### config.mk
export PLATFORM = sky130hd
export DESIGN_NAME = dma_reg_arbiter
export DESIGN_NICKNAME = d
export VERILOG_FILES = /design/src/rtl/dma_reg_arbiter.sv
export SDC_FILE = /design/constraint.sdc
export NUM_CORES = 1
export LEC_CHECK = 0
export CORE_AREA = 4 4 101 103
export DETAILED_ROUTE_END_ITERATION = 12
export DIE_AREA = 0 0 105 107
export DONT_BUFFER_PORTS = 1
export GPL_ROUTABILITY_DRIVEN = 0
export HOLD_SLACK_MARGIN = 0.03
export PLACE_DENSITY = 0.52
export SLEW_MARGIN = 20
export SYNTH_ARGS = -nofsm -noshare
export SYNTH_HDL_FRONTEND = slang
export SYNTH_SLANG_ARGS = --single-unit
### constraint.sdc
create_clock -name clk -period 9.2 [get_ports clk]
set_clock_uncertainty 0.15 [all_clocks]
set_input_delay 2.3 -clock clk [delete_from_list [all_inputs] [get_ports clk]]
set_output_delay 2.3 -clock clk [all_outputs]
set_load 0.01 [all_outputs]
### src/rtl/dma_reg_arbiter.sv
// dma_reg_arbiter: round-robin arbiter sharing one register-access bus among NUM_REQ requesters
module dma_reg_arbiter #(
    parameter int NUM_REQ = 2,
    parameter int AW      = 32,
    parameter int DW      = 32
) (
    input  logic                  clk,
    input  logic                  rst,
    input  logic [NUM_REQ-1:0]    req_valid,
    input  logic [NUM_REQ-1:0]    req_write,
    input  logic [NUM_REQ*AW-1:0] req_addr,
    input  logic [NUM_REQ*DW-1:0] req_wdata,
    output logic [NUM_REQ-1:0]    req_ready,
    output logic [NUM_REQ-1:0]    rsp_valid,
    output logic [DW-1:0]         rsp_rdata,
    output logic                  busy,
    output logic                  wr_en,
    output logic                  rd_en,
    output logic [AW-1:0]         addr,
    output logic [DW-1:0]         wdata,
    input  logic [DW-1:0]         rdata
);
    localparam int GW = $clog2(NUM_REQ);
    typedef enum logic [1:0] {IDLE, ISSUE, RESP} state_t;
    state_t               state_q, state_d;
    logic [GW-1:0]        last_gnt_q, last_gnt_d, gnt, idx;
    logic                 found;
    logic                 write_q, write_d, wr_en_q, wr_en_d, rd_en_q, rd_en_d;
    logic [AW-1:0]        addr_q, addr_d;
    logic [DW-1:0]        wdata_q, wdata_d;
    logic [NUM_REQ-1:0]   rsp_valid_q, rsp_valid_d;
    // search starts one past the last grant so every requester gets its turn
    always_comb begin
        gnt   = last_gnt_q;
        idx   = last_gnt_q;
        found = 1'b0;
        for (int k = 1; k <= NUM_REQ; k++) begin
            idx = GW'((int'(last_gnt_q) + k) % NUM_REQ);
            if (!found && req_valid[idx]) begin
                gnt   = idx;
                found = 1'b1;
            end
        end
    end
    always_comb begin
        state_d     = state_q;
        last_gnt_d  = last_gnt_q;
        write_d     = write_q;
        addr_d      = addr_q;
        wdata_d     = wdata_q;
        wr_en_d     = 1'b0;
        rd_en_d     = 1'b0;
        rsp_valid_d = '0;
        req_ready   = '0;
        case (state_q)
            IDLE: if (found) begin
                state_d    = ISSUE;
                last_gnt_d = gnt;
                write_d    = req_write[gnt];
                addr_d     = req_addr[gnt*AW +: AW];
                wdata_d    = req_wdata[gnt*DW +: DW];
                wr_en_d    = req_write[gnt];
                rd_en_d    = !req_write[gnt];
                req_ready  = {NUM_REQ{!rst}} & (NUM_REQ'(1) << gnt);
            end
            ISSUE: begin
                state_d     = RESP;
                rsp_valid_d = NUM_REQ'(1) << last_gnt_q;
            end
            default: state_d = IDLE;
        endcase
    end
    always_ff @(posedge clk or posedge rst) begin
        if (rst) begin
            state_q     <= IDLE;
            last_gnt_q  <= GW'(NUM_REQ - 1);
            write_q     <= 1'b0;
            wr_en_q     <= 1'b0;
            rd_en_q     <= 1'b0;
            addr_q      <= '0;
            wdata_q     <= '0;
            rsp_valid_q <= '0;
        end else begin
            state_q     <= state_d;
            last_gnt_q  <= last_gnt_d;
            write_q     <= write_d;
            wr_en_q     <= wr_en_d;
            rd_en_q     <= rd_en_d;
            addr_q      <= addr_d;
            wdata_q     <= wdata_d;
            rsp_valid_q <= rsp_valid_d;
        end
    end
    assign rsp_valid = rsp_valid_q;
    assign rsp_rdata = (|rsp_valid_q && !write_q) ? rdata : '0;
    assign busy      = state_q != IDLE;
    assign wr_en     = wr_en_q;
    assign rd_en     = rd_en_q;
    assign addr      = addr_q;
    assign wdata     = wdata_q;
endmodule

Word-level counts from Yosys, hierarchy flattened
Cells that the tools add are included.
- add/subtract/negate cells: 2
- order comparisons: 3
- equality and inequality tests: 2
- shift-type cells: 4
- mux-type cells: 20
- bitwise operators: 1
- reductions and logical operators: 10
- operator list (kind ; number):
    $shiftx 64x7->32 ; 2
    $mux 32 ; 1
    $mux 1 ; 14
    $mux 2 ; 4
    $lt 1x2->1 const B ; 3
    $logic_not 1->1 ; 4
    $pmux 2 s2 ; 1
    $shl 1x1->2 const A ; 2
    $add 1x1->1 const B ; 2
    $and 2x2->2 ; 1
    $eq 2x1->1 const B ; 1
    $logic_and 1x1->1 ; 2
    $logic_not 2->1 ; 1
    $ne 2x2->1 const B ; 1
    $reduce_and 2->1 ; 1
    $reduce_bool 2->1 ; 1
    $reduce_or 2->1 ; 1
- bits in registers: 72
- output and inout bits: 103
- logic and storage cells: 50

Depth between registers and ports, before layout
Gate-level depths: netlist (run 1).
- depth after elaboration: 12
- gate-level depth with buffers: 7
- depth with buffers taken out: 4

Worst setup path after synthesis (run 1)
Ideal clock, no wire load.
- path type: input-to-output
- start: in rst
- end: out req_ready[0]
- data arrival time: 4.213 ns
- setup slack: 2.537 ns
- stages: 2
- path buffers: 0
- cells stage by stage: inv_1 -> and3_1
- longest elaborated chain between the ends: 4
- RTL lines (element ; RTL line ; text):
    start: declaration ; 8 ; input logic rst,
    $logic_not 1->1 (no line) ; -- ;
    $and 2x2->2 ; 64 ; req_ready = {NUM_REQ{!rst}} & (NUM_REQ'(1) << gnt);
    $mux 2 ; 56 ; IDLE: if (found) begin
    $mux 2 ; 55 ; case (state_q)
    end: declaration ; 13 ; output logic [NUM_REQ-1:0] req_ready,
Every way passes these cells.

Worst setup path in the final report (run 1)
- start: in req_valid[0]
- end: out req_ready[1]
- longest elaborated chain between the ends: 10
- elaborated cells between the ends (all ways): 14
- RTL lines (element ; RTL line ; text):
    start: declaration ; 9 ; input logic [NUM_REQ-1:0] req_valid,
    $mux 1 (implied by the code) (2 in series) ; 39 ; if (!found && req_valid[idx]) begin
    $mux 1 ; 39 ;
    $logic_not 1->1 ; 39 ;
    $logic_and 1x1->1 ; 39 ;
    $mux 1 ; 39 ;
    $shl 1x1->2 ; 64 ;
    $and 2x2->2 ; 64 ;
    $mux 2 (*) ; 56 ;
    $mux 2 (*) ; 55 ;
Mark *: on every way between the ends. The rest lies on a longest branch, timed or not. The select of a mux whose other input is x is not followed.

==> metrics list, run 1 <==
- Result of the run: finished clean
* Count of hold buffers inserted by post-cts repair: 0
- Clock H-tree levels: 3
* Unique masters post-synth: 25
* Actual slew at the worst max-slew pin: 0.944 ns
- After detailed routing, the wire length on met1 is 5000 µm.
- In this run the tightest slew margin relative to its limit is 37.1%.
- Synth Net Count: 605
- Leaving out fill and tap cells, the most frequent cell in the layout is sky130_fd_sc_hd__dfrtp_1.
- Max-cap violations in this run came to 0.
- Setup TNS: 0 ns
- Port Buf Inserts: 0
* Area share of the largest cell type after synthesis: 45.9%
- DP HPWL: 8880 µm
- The final route contains 3,380 vias.
- For this run, design rule violations remaining after detail routing come to 0.
* Number of clock sinks: 72
* Final total power: 1560 µW
- Vias in the first global route: 3,310
* Hold slack final: 0.361 ns
* Diodes inserted: 0
* 1st-pass router iterations: 6
- VDD sags by at most 0.337 mV.
* Period minus WS final: 5.96 ns
* Die area: 11,200 µm²
* Maximum clock frequency: 168 MHz
- Overall fraction of global-route tracks in use: 23.0%
* Data arrival at the endpoint of the critical path: 3.51 ns
- The die is 105 µm wide.
- At the worst endpoint, the required time is 6.75 ns.
- Post-cts resize count: 0
* Initial drt markers: 243
* Routed Wire Length: 13,400 µm
* I/O pin count: 269
- Final core utilization: 43.5%
- Wire segments on met3 add up to 1170 µm in the final route.
* Fraction of final layout cells with drive strength greater than 1: 10.7%
* Setup repair bufs after CTS: 0
- Clock tree synthesis inserted a total of 9 buffers.
- Post-synthesis cell area: 3870 µm²
- Leaving out fill and tap cells, the most frequent cells in the layout are 71 x sky130_fd_sc_hd__dfrtp_1, 68 x sky130_fd_sc_hd__a21oi_1, 65 x sky130_fd_sc_hd__nand3_1.
* Clock edge transition at the registers on the reported setup and hold paths: 0.07 ns
- Setup repair after global routing left no endpoint under its margin.
* Fraction of the cycle the final worst path needs: 64.8%
* Die Y: 107 µm
- TritonCTS built the clock tree.
- Dividing total power by cell area gives a power density of 390 nW/µm².
* Top post-synthesis cells by area: sky130_fd_sc_hd__dfrtp_1 46%, sky130_fd_sc_hd__a31oi_1 8.9%, sky130_fd_sc_hd__a21oi_1 8.8%
* Synth Warn #: 0
- Leakage: 0.00152 µW
- GRT Residual Overflow: 0
* Synthesized netlist cell count: 439
* Setup crit start kind: input port
* Area Growth Syn to Fin: 3.26%
* Post-synthesis sequential element count: 72
- In this run the mean area of a mapped cell was 8.82 µm².
- Top metal layer carrying routed signals: met4
- For this configuration, the core starts out at a cell density of 42.1%.
- In the final routed layout, each cell accounts on average for 25.7 µm.
* Cell taking the most area after synthesis: sky130_fd_sc_hd__dfrtp_1
- For the worst-skew pair, the clock arrives at the later sink with an insertion delay of 0.33 ns.
- The floorplan has 35 rows.
* Critical path start-end classification: in2out
- Buffers from clock root to sink, at most: 2
- Fraction of the yosys area taken by sequential cells: 46.6%
- Antenna Nets Post-Route: 0
- The number of max-slew violations in the final report was 0.
- Routed wl met2: 6990 µm
* Vias per inst: 6.49
* Maximum number of pins on one net before global-route repair: 73
- Capturing element type of the critical path: primary output
* Class of the most critical hold timing path: reg2reg
- Final hold violation count: 0
- The first global-routing pass estimated 20,400 µm of wire.
* Antenna violations before repair: 0
- Highest fanout seen on the critical path: 66
* Cell at the root of the clock tree: sky130_fd_sc_hd__clkbuf_8
* Setup-violating endpoint count in the final report: 0
- The core region is 9200 µm².
* Final layout net count: 571
## power breakdown
group	switching [µW]	internal, µW	leakage, µW
clock	122	139	0.000101
combinational	404	205	0.000598
sequential	209	482	0.000816
## kinds of logic (layout without fill, tap and decap cells)
logic type	after synthesis	after routing	share of synthesized area, %
AO/OA/AOI/OAI	198	198	29.3
AND/OR/NAND/NOR	113	113	16.3
buffers and inverters	56	27	7.85
flip-flops	72	72	46.6
## worst max-delay path: stages
cell and delay (ns):
sky130_fd_sc_hd__and2b_4 0.72, sky130_fd_sc_hd__nor2_1 0.17, sky130_fd_sc_hd__nor3_1 0.32
## stage by stage
| step | cell area (µm²) | worst slack (ns) | std cells |
|---|---|---|---|
| after global placement | 3790 | 2.97 | 505 |
| final | 4000 | 3.24 | 521 |
| after global routing | 4000 | 3.13 | 521 |
| after floorplan | 3870 | 2.54 | 439 |
| after CTS | 4000 | 2.96 | 521 |
| after detailed placement | 3790 | 2.98 | 505 |
## area by class of cell
| cell class | count | area, µm² |
|---|---|---|
| tap | 111 | 139 |
| fill | 936 | 5200 |
| sequential | 72 | 1800 |
| clock buffer | 11 | 151 |
| inverter | 3 | 12.5 |
| clock inverter | 5 | 55.1 |
| timing repair buffer | 8 | 60.1 |
| multi-input combinational | 311 | 1780 |
## registers in the layout, summed over array words and instances (netlist names)
register	flops
addr	32
wdata	32
rsp_valid	2
state_q	2
last_gnt_q	1
rd_en	1
wr_en	1
write_q	1
## final timing paths
path	start	endpoint	slack, ns	cells past startpoint
worst max-delay path	req_valid[0]	req_ready[1]	3.24	3
worst min-delay path	state_q[1]	state_q[1]	0.36	1
worst max register to register	state_q[0]	wdata[22]	6.35	6
worst min register to register	state_q[1]	state_q[1]	0.36	1
max in group asynchronous	rst	addr[22]	6.31	2
min in group asynchronous	rst	addr[17]	2.00	2
## synth_stat cells
library cell / number
sky130_fd_sc_hd__or2_1: 1
sky130_fd_sc_hd__nand2_4: 1
sky130_fd_sc_hd__dfstp_2: 1
sky130_fd_sc_hd__nor2b_2: 1
sky130_fd_sc_hd__buf_2: 24
sky130_fd_sc_hd__o21ai_1: 29
sky130_fd_sc_hd__nor2_1: 3
sky130_fd_sc_hd__inv_2: 1
sky130_fd_sc_hd__buf_6: 4
sky130_fd_sc_hd__buf_4: 9
sky130_fd_sc_hd__a21oi_1: 68
sky130_fd_sc_hd__nor2_4: 1
sky130_fd_sc_hd__clkbuf_1: 16
sky130_fd_sc_hd__nor3_1: 1
sky130_fd_sc_hd__and2b_1: 1
sky130_fd_sc_hd__a31oi_1: 55
sky130_fd_sc_hd__nand3_1: 65
sky130_fd_sc_hd__inv_1: 2
sky130_fd_sc_hd__dfrtp_1: 71
sky130_fd_sc_hd__and2_1: 33
sky130_fd_sc_hd__nand2b_1: 2
sky130_fd_sc_hd__o21ai_0: 36
sky130_fd_sc_hd__nor2b_1: 2
sky130_fd_sc_hd__and3_1: 2
sky130_fd_sc_hd__a31oi_2: 10
## metal layers
| metal | vias to the layer above | GRT usage [%] |
|---|---|---|
| li1 | 1538 | - |
| met1 | 1642 | 27.7 |
| met2 | 183 | 39.3 |
| met3 | 17 | 7.89 |
| met4 | 0 | 6.37 |
| met5 | - | 0 |
No activity file was read; power rests on OpenSTA's default activity.
==> inputs of run 2 (changes only) <==
- PLACE_DENSITY: 0.52 -> 0.54
- clock period: 9.2 -> 5.35 ns (I/O delays scaled with it)
==> metrics list, run 2 (synthesis gave the netlist of run 1 again) <==
- The H-tree was split into 3 levels.
- Final hold violation count: 0
* Area post-placement: 3800 µm²
- Prior to clock tree synthesis, the placed netlist has a worst setup slack of 1.88 ns.
* Routed wire length per instance: 27.0 µm
- Across the run, the number of max-cap violations was 0.
- Horizontal die dimension: 105 µm
- STA classifies the critical path startpoint as an input port.
- Endpoint of the worst-slack reg-to-reg timing path: rd_en
- The worst hold path belongs to the class reg2reg.
- In the routed design, unresolved DRC markers number 0.
- For this design, the sink count on the clock tree is 72.
* Buffers from clock root to sink, at most: 2
- Worst ir drop on vdd: 0.729 mV
- PnR worst setup slack: 1.88 ns
* Vias per inst: 6.78
- Buffers inserted to repair hold after CTS numbered 0.
- Data arrival at the endpoint of the critical path: 1.99 ns
- Total number of vias: 3,537
- For this block, the routed nets add up to 14,100 µm of wire.
* Hold Crit Start: state_q[1]
- Area Growth Syn to Fin: 5.01%
* Reg2Reg Setup Slack: 3.26 ns
* Global-route wire length before repair: 21,000 µm
* 1st-pass router iterations: 4
- The post-route netlist has 10.7% of its cells at a drive strength greater than 1.
* Worst reg2reg path startpoint: last_gnt_q
- The number of gates resized after CTS was 0.
- Actual slew at the worst max-slew pin: 0.936 ns
- Most frequent cells in the layout: 71 x sky130_fd_sc_hd__dfrtp_1, 68 x sky130_fd_sc_hd__a21oi_1, 65 x sky130_fd_sc_hd__nand3_1
* Final non-filler cell area: 4070 µm²
- Final core utilization: 44.2%
- The flow ran to the end, and the final reports show no timing, DRC or antenna violations.
- DP HPWL: 9340 µm
- At the end of the flow, the number of nets in the layout was 572.
* Leakage: 0.00155 µW
- The number of max-slew violations in the final report is 0.
- After clock tree synthesis, the clock-pin slew on the worst setup and hold paths is 0.07 ns.
* Highest fanout seen on the critical path: 3
- Maximum clock frequency: 288 MHz
- Antenna Nets Post-Route: 0
- Worst Reg-to-Reg Cells: 4
- P per Cell Area: 698 nW/µm²
- Maximum number of pins on one net before global-route repair: 73
- After floorplanning, the core was divided into 35 placement rows.
- The critical path is of the in2out type.
- Worst min-delay path endpoint: state_q[1]
- Clock latency on the worst-skew pair: 0.33 ns
- Setup repair after global routing missed its margin: false
- Leaving out fill and tap cells, the most frequent cell in the layout is sky130_fd_sc_hd__dfrtp_1.
- Die area: 11,200 µm²
- Counting instances, the worst hold path has a depth of 1.
- Standard cell core area: 9200 µm²
- After global routing the overflow that remains totals 0.
- Period minus WS final: 3.47 ns
- Once the floorplan was initialized, standard cells occupied 42.1% of the core.
- From bottom edge to top edge, the die measures 107 µm.
* Setup TNS: 0 ns
* Setup-violating endpoint count in the final report: 0
- Number of buffers inserted during clock tree synthesis: 9
- In this run, the number of DRC markers left after iteration 0 of detailed routing was 238.
* Worst path required time: 3.86 ns
* Antenna violations before repair: 1
- Global routing used 23.8% of the available tracks.
- Port buffering added 0 buffers.
- For this design the top-level I/O count stands at 269.
* Setup repair bufs after CTS: 0
- Vias in the first global route: 3,499
- Fraction of the cycle the final worst path needs: 64.9%
- Capturing element type of the critical path: primary output
- The cell sitting at the root of the clock tree is a sky130_fd_sc_hd__clkbuf_8.
- Headroom to the max-slew limit came out at 37.6%.
- CTS tree: built
[run 2: cell types whose count changed in the layout (fill, tap and decap cells not counted), sizes merged]
cell | previous run | this run
bufinv | 1 | 4
inv | 2 | 3
diode | 0 | 1
buf | 8 | 9
clkinvlp | 2 | 0
clkinv | 3 | 1
clkbuf | 11 | 10
[run 2: area by class of cell]
type	count	area, µm²
Timing Repair Buffer	9	67.6
Clock buffer	10	138
Inverter	3	11.3
Sequential cell	72	1800
Antenna cell	1	2.50
Fill cell	928	5130
Clock inverter	5	129
Multi-Input combinational cell	311	1780
Tap cell	111	139
[run 2: worst max-delay path by stage]
stage / start / cells past startpoint / to / slack (ns)
after floorplan: rst / 2 / req_ready[0] / 0.61
after global placement: req_valid[0] / 4 / req_ready[0] / 1.90
after detailed placement: req_valid[0] / 4 / req_ready[0] / 1.88
after CTS: req_valid[0] / 4 / req_ready[0] / 1.88
after global routing: req_valid[0] / 4 / req_ready[0] / 1.86
final: req_valid[0] / 3 / req_ready[0] / 1.88
[run 2: power breakdown]
group          internal (µW)  total, µW  switching (µW)
clock                    368        580             211
combinational            354       1070             712
sequential               828       1190             364
total                   1550       2840            1290
[run 2: through the flow]
stage	power [µW]	hold slack, ns	std cells
global route	3030	0.385	522
detailed placement	2270	0.354	506
finish	2840	0.360	522
global placement	2260	0.349	506
floorplan	2010	0.331	439
CTS	2860	0.364	521
[run 2: metal layers]
| metal | vias to the layer above | part of all wire [%] | global-route usage, % |
|---|---|---|---|
| met1 | 1714 | 36 | 26.4 |
| met3 | 43 | 8.4 | 6.44 |
| met5 | - | 0 | 0 |
| li1 | 1546 | - | - |
| met2 | 234 | 50 | 40.2 |
| met4 | 0 | 6.2 | 15.8 |
[run 2: worst max-delay path: stages]
cell and delay [ns]:
sky130_fd_sc_hd__and2b_2 0.20, sky130_fd_sc_hd__nor2_1 0.20, sky130_fd_sc_hd__and3_1 0.25
==> inputs of run 3 (changes only) <==
- PLACE_DENSITY: 0.54 -> 0.52
- clock period: 5.35 -> 3.5 ns (I/O delays scaled with it)
==> metrics list, run 3 (synthesis gave the netlist of run 1 again) <==
- Routed Wire Length: 13,500 µm
- The detailed router placed 3,450 vias in this run.
- Initial drt markers: 280
- The number of max-slew violations in the final report is 0.
- Clock latency on the worst-skew pair: 0.35 ns
- The hold violation total from the final report was 0.
- The area growth from synthesis to layout is 3.13%.
- Period minus WS final: 2.56 ns
- Once detail routing completed, the nets flagged for antenna violations numbered 0.
- The number of antenna violations at the first check in global routing is 1.
* DP HPWL: 8760 µm
* Most Used Layer, Global Route: met2
- Data arrival at the endpoint of the critical path: 1.53 ns
- Most frequent cells in the layout: 71 x sky130_fd_sc_hd__dfrtp_1, 68 x sky130_fd_sc_hd__a21oi_1, 65 x sky130_fd_sc_hd__nand3_1
* Starting Density: 42.1%
- Fraction of the cycle the final worst path needs: 73.1%
- GRT Residual Overflow: 0
- The floorplan step set the die width to 105 µm.
* Area occupied by multi-input gates: 1780 µm²
- P per Cell Area: 1020 nW/µm²
* Global-route wire length before repair: 20,300 µm
- Setup TNS: 0 ns
- The via count of the first global-routing pass was 3,518.
- The tree built by TritonCTS fans out to 72 sinks.
* Maximum clock frequency: 391 MHz
- In the routed design, unresolved DRC markers number 0.
* I/O pin count: 269
* Fraction of final layout cells with drive strength greater than 1: 10.9%
- Result of the run: finished clean
- The min-delay analysis places its worst path in the category reg2reg.
- Dividing the detail-routed via count by the number of cells gives 6.61.
- Clock H-tree levels: 3
* Die area: 11,200 µm²
- In this run the deepest clock path goes through 2 buffers.
- The first TritonRoute pass finished after 4 iterations.
- The worst setup path is of the in2out kind.
* Worst slew margin: 36.2%
* Setup crit start kind: input port
* Actual slew at the worst max-slew pin: 0.957 ns
- Number of buffers inserted during clock tree synthesis: 9
- Dividing the detail-routed wire length by the instance count gives 26.0 µm.
- For this run, global-route usage on met1 was measured as 26.2%.
- In the final layout, flip-flops and latches occupy 1800 µm².
- Post-cts resize count: 0
- GR met2 Demand/Resource: 39.4%
- The tree is rooted in a sky130_fd_sc_hd__clkbuf_8.
- Worst ir drop on vdd: 1.33 mV
- The worst setup path is captured at a primary output.
* Port Buf Inserts: 0
- Setup violations remaining at the end of the flow were counted as 0.
- Clock-pin slew was measured on the worst setup and hold paths at 0.07 ns.
- In the global route stage, met3 resource usage came out at 8.13%.
- Entering global routing, the biggest net connects 73 pins.
- Max-Cap Viols: 0
* Num rows: 35
- In this run the post-CTS setup repair buffer count came out at 0.
* Highest fanout seen on the critical path: 3
- Leaving out fill and tap cells, the most frequent cell in the layout is sky130_fd_sc_hd__dfrtp_1.
- Dpl cells: 506
* Non-filler instance count after layout: 522
- Setup repair after global routing left no endpoint under its margin.
- After filler insertion, the fill cell instance count of the layout stands at 944.
* Overall fraction of global-route tracks in use: 23.1%
- Measured along the y axis, the die boundary spans 107 µm.
* Leakage: 0.00151 µW
* Standard cell core area: 9200 µm²
* Count of hold buffers inserted by post-cts repair: 0
* Diodes inserted: 0
- After the last flow step, the layout net total stands at 572.
* Worst path required time: 2.47 ns
- TritonCTS built the clock tree.
-- run 3: cell count changes in the layout (fill, tap and decap cells not counted) --
cell,previous run,this run
sky130_fd_sc_hd__bufinv_16,4,0
sky130_fd_sc_hd__clkinvlp_4,0,3
sky130_fd_sc_hd__clkinv_2,0,2
sky130_fd_sc_hd__buf_12,0,1
sky130_fd_sc_hd__buf_4,9,8
sky130_fd_sc_hd__diode_2,1,0
sky130_fd_sc_hd__inv_2,2,1
sky130_fd_sc_hd__inv_6,0,1
-- run 3: worst max-delay path: stages --
cell                      delay, ns
sky130_fd_sc_hd__and2b_2       0.20
sky130_fd_sc_hd__nor2_1        0.21
sky130_fd_sc_hd__and3_1        0.25
-- run 3: worst paths after layout --
kind	from	end	cells after the start	slack, ns
min in group asynchronous	rst	addr[24]	2	0.55
max in group asynchronous	rst	wdata[17]	2	2.00
hold reg to reg	state_q[1]	state_q[1]	1	0.37
setup reg to reg	last_gnt_q	addr[10]	4	1.45
setup / recovery	req_valid[0]	req_ready[0]	3	0.94
hold / removal	state_q[1]	state_q[1]	1	0.37
-- run 3: layer usage --
metal	share of wire (%)	vias to the layer above
met5	0.096	-
met4	3.4	2
met3	8.1	36
met2	51	191
met1	37	1682
li1	-	1539
-- run 3: layout make-up --
cell class,instances,area share [%]
sequential,72,45.1
multi-input combinational,311,44.5
tap,111,3.48
clock buffer,10,3.45
timing repair buffer,9,2.01
clock inverter,6,1.07
inverter,3,0.376
-- run 3: report_power, final --
part	internal, µW	total (µW)	switching (µW)
sequential	1270	1810	546
clock	278	620	342
combinational	550	1640	1090
-- run 3: through the flow --
step / instance area [µm²] / util [%] / worst slack [ns] / power [µW] / hold WS [ns]
global placement: 3810 / 41.5 / 0.969 / 3460 / 0.348
finish: 3990 / 43.4 / 0.940 / 4070 / 0.365
detailed placement: 3810 / 41.5 / 0.959 / 3480 / 0.358
floorplan: 3880 / - / 0.162 / 3080 / 0.331
global route: 3990 / 43.4 / 0.849 / 4360 / 0.382
CTS: 3990 / 43.4 / 0.928 / 4100 / 0.368
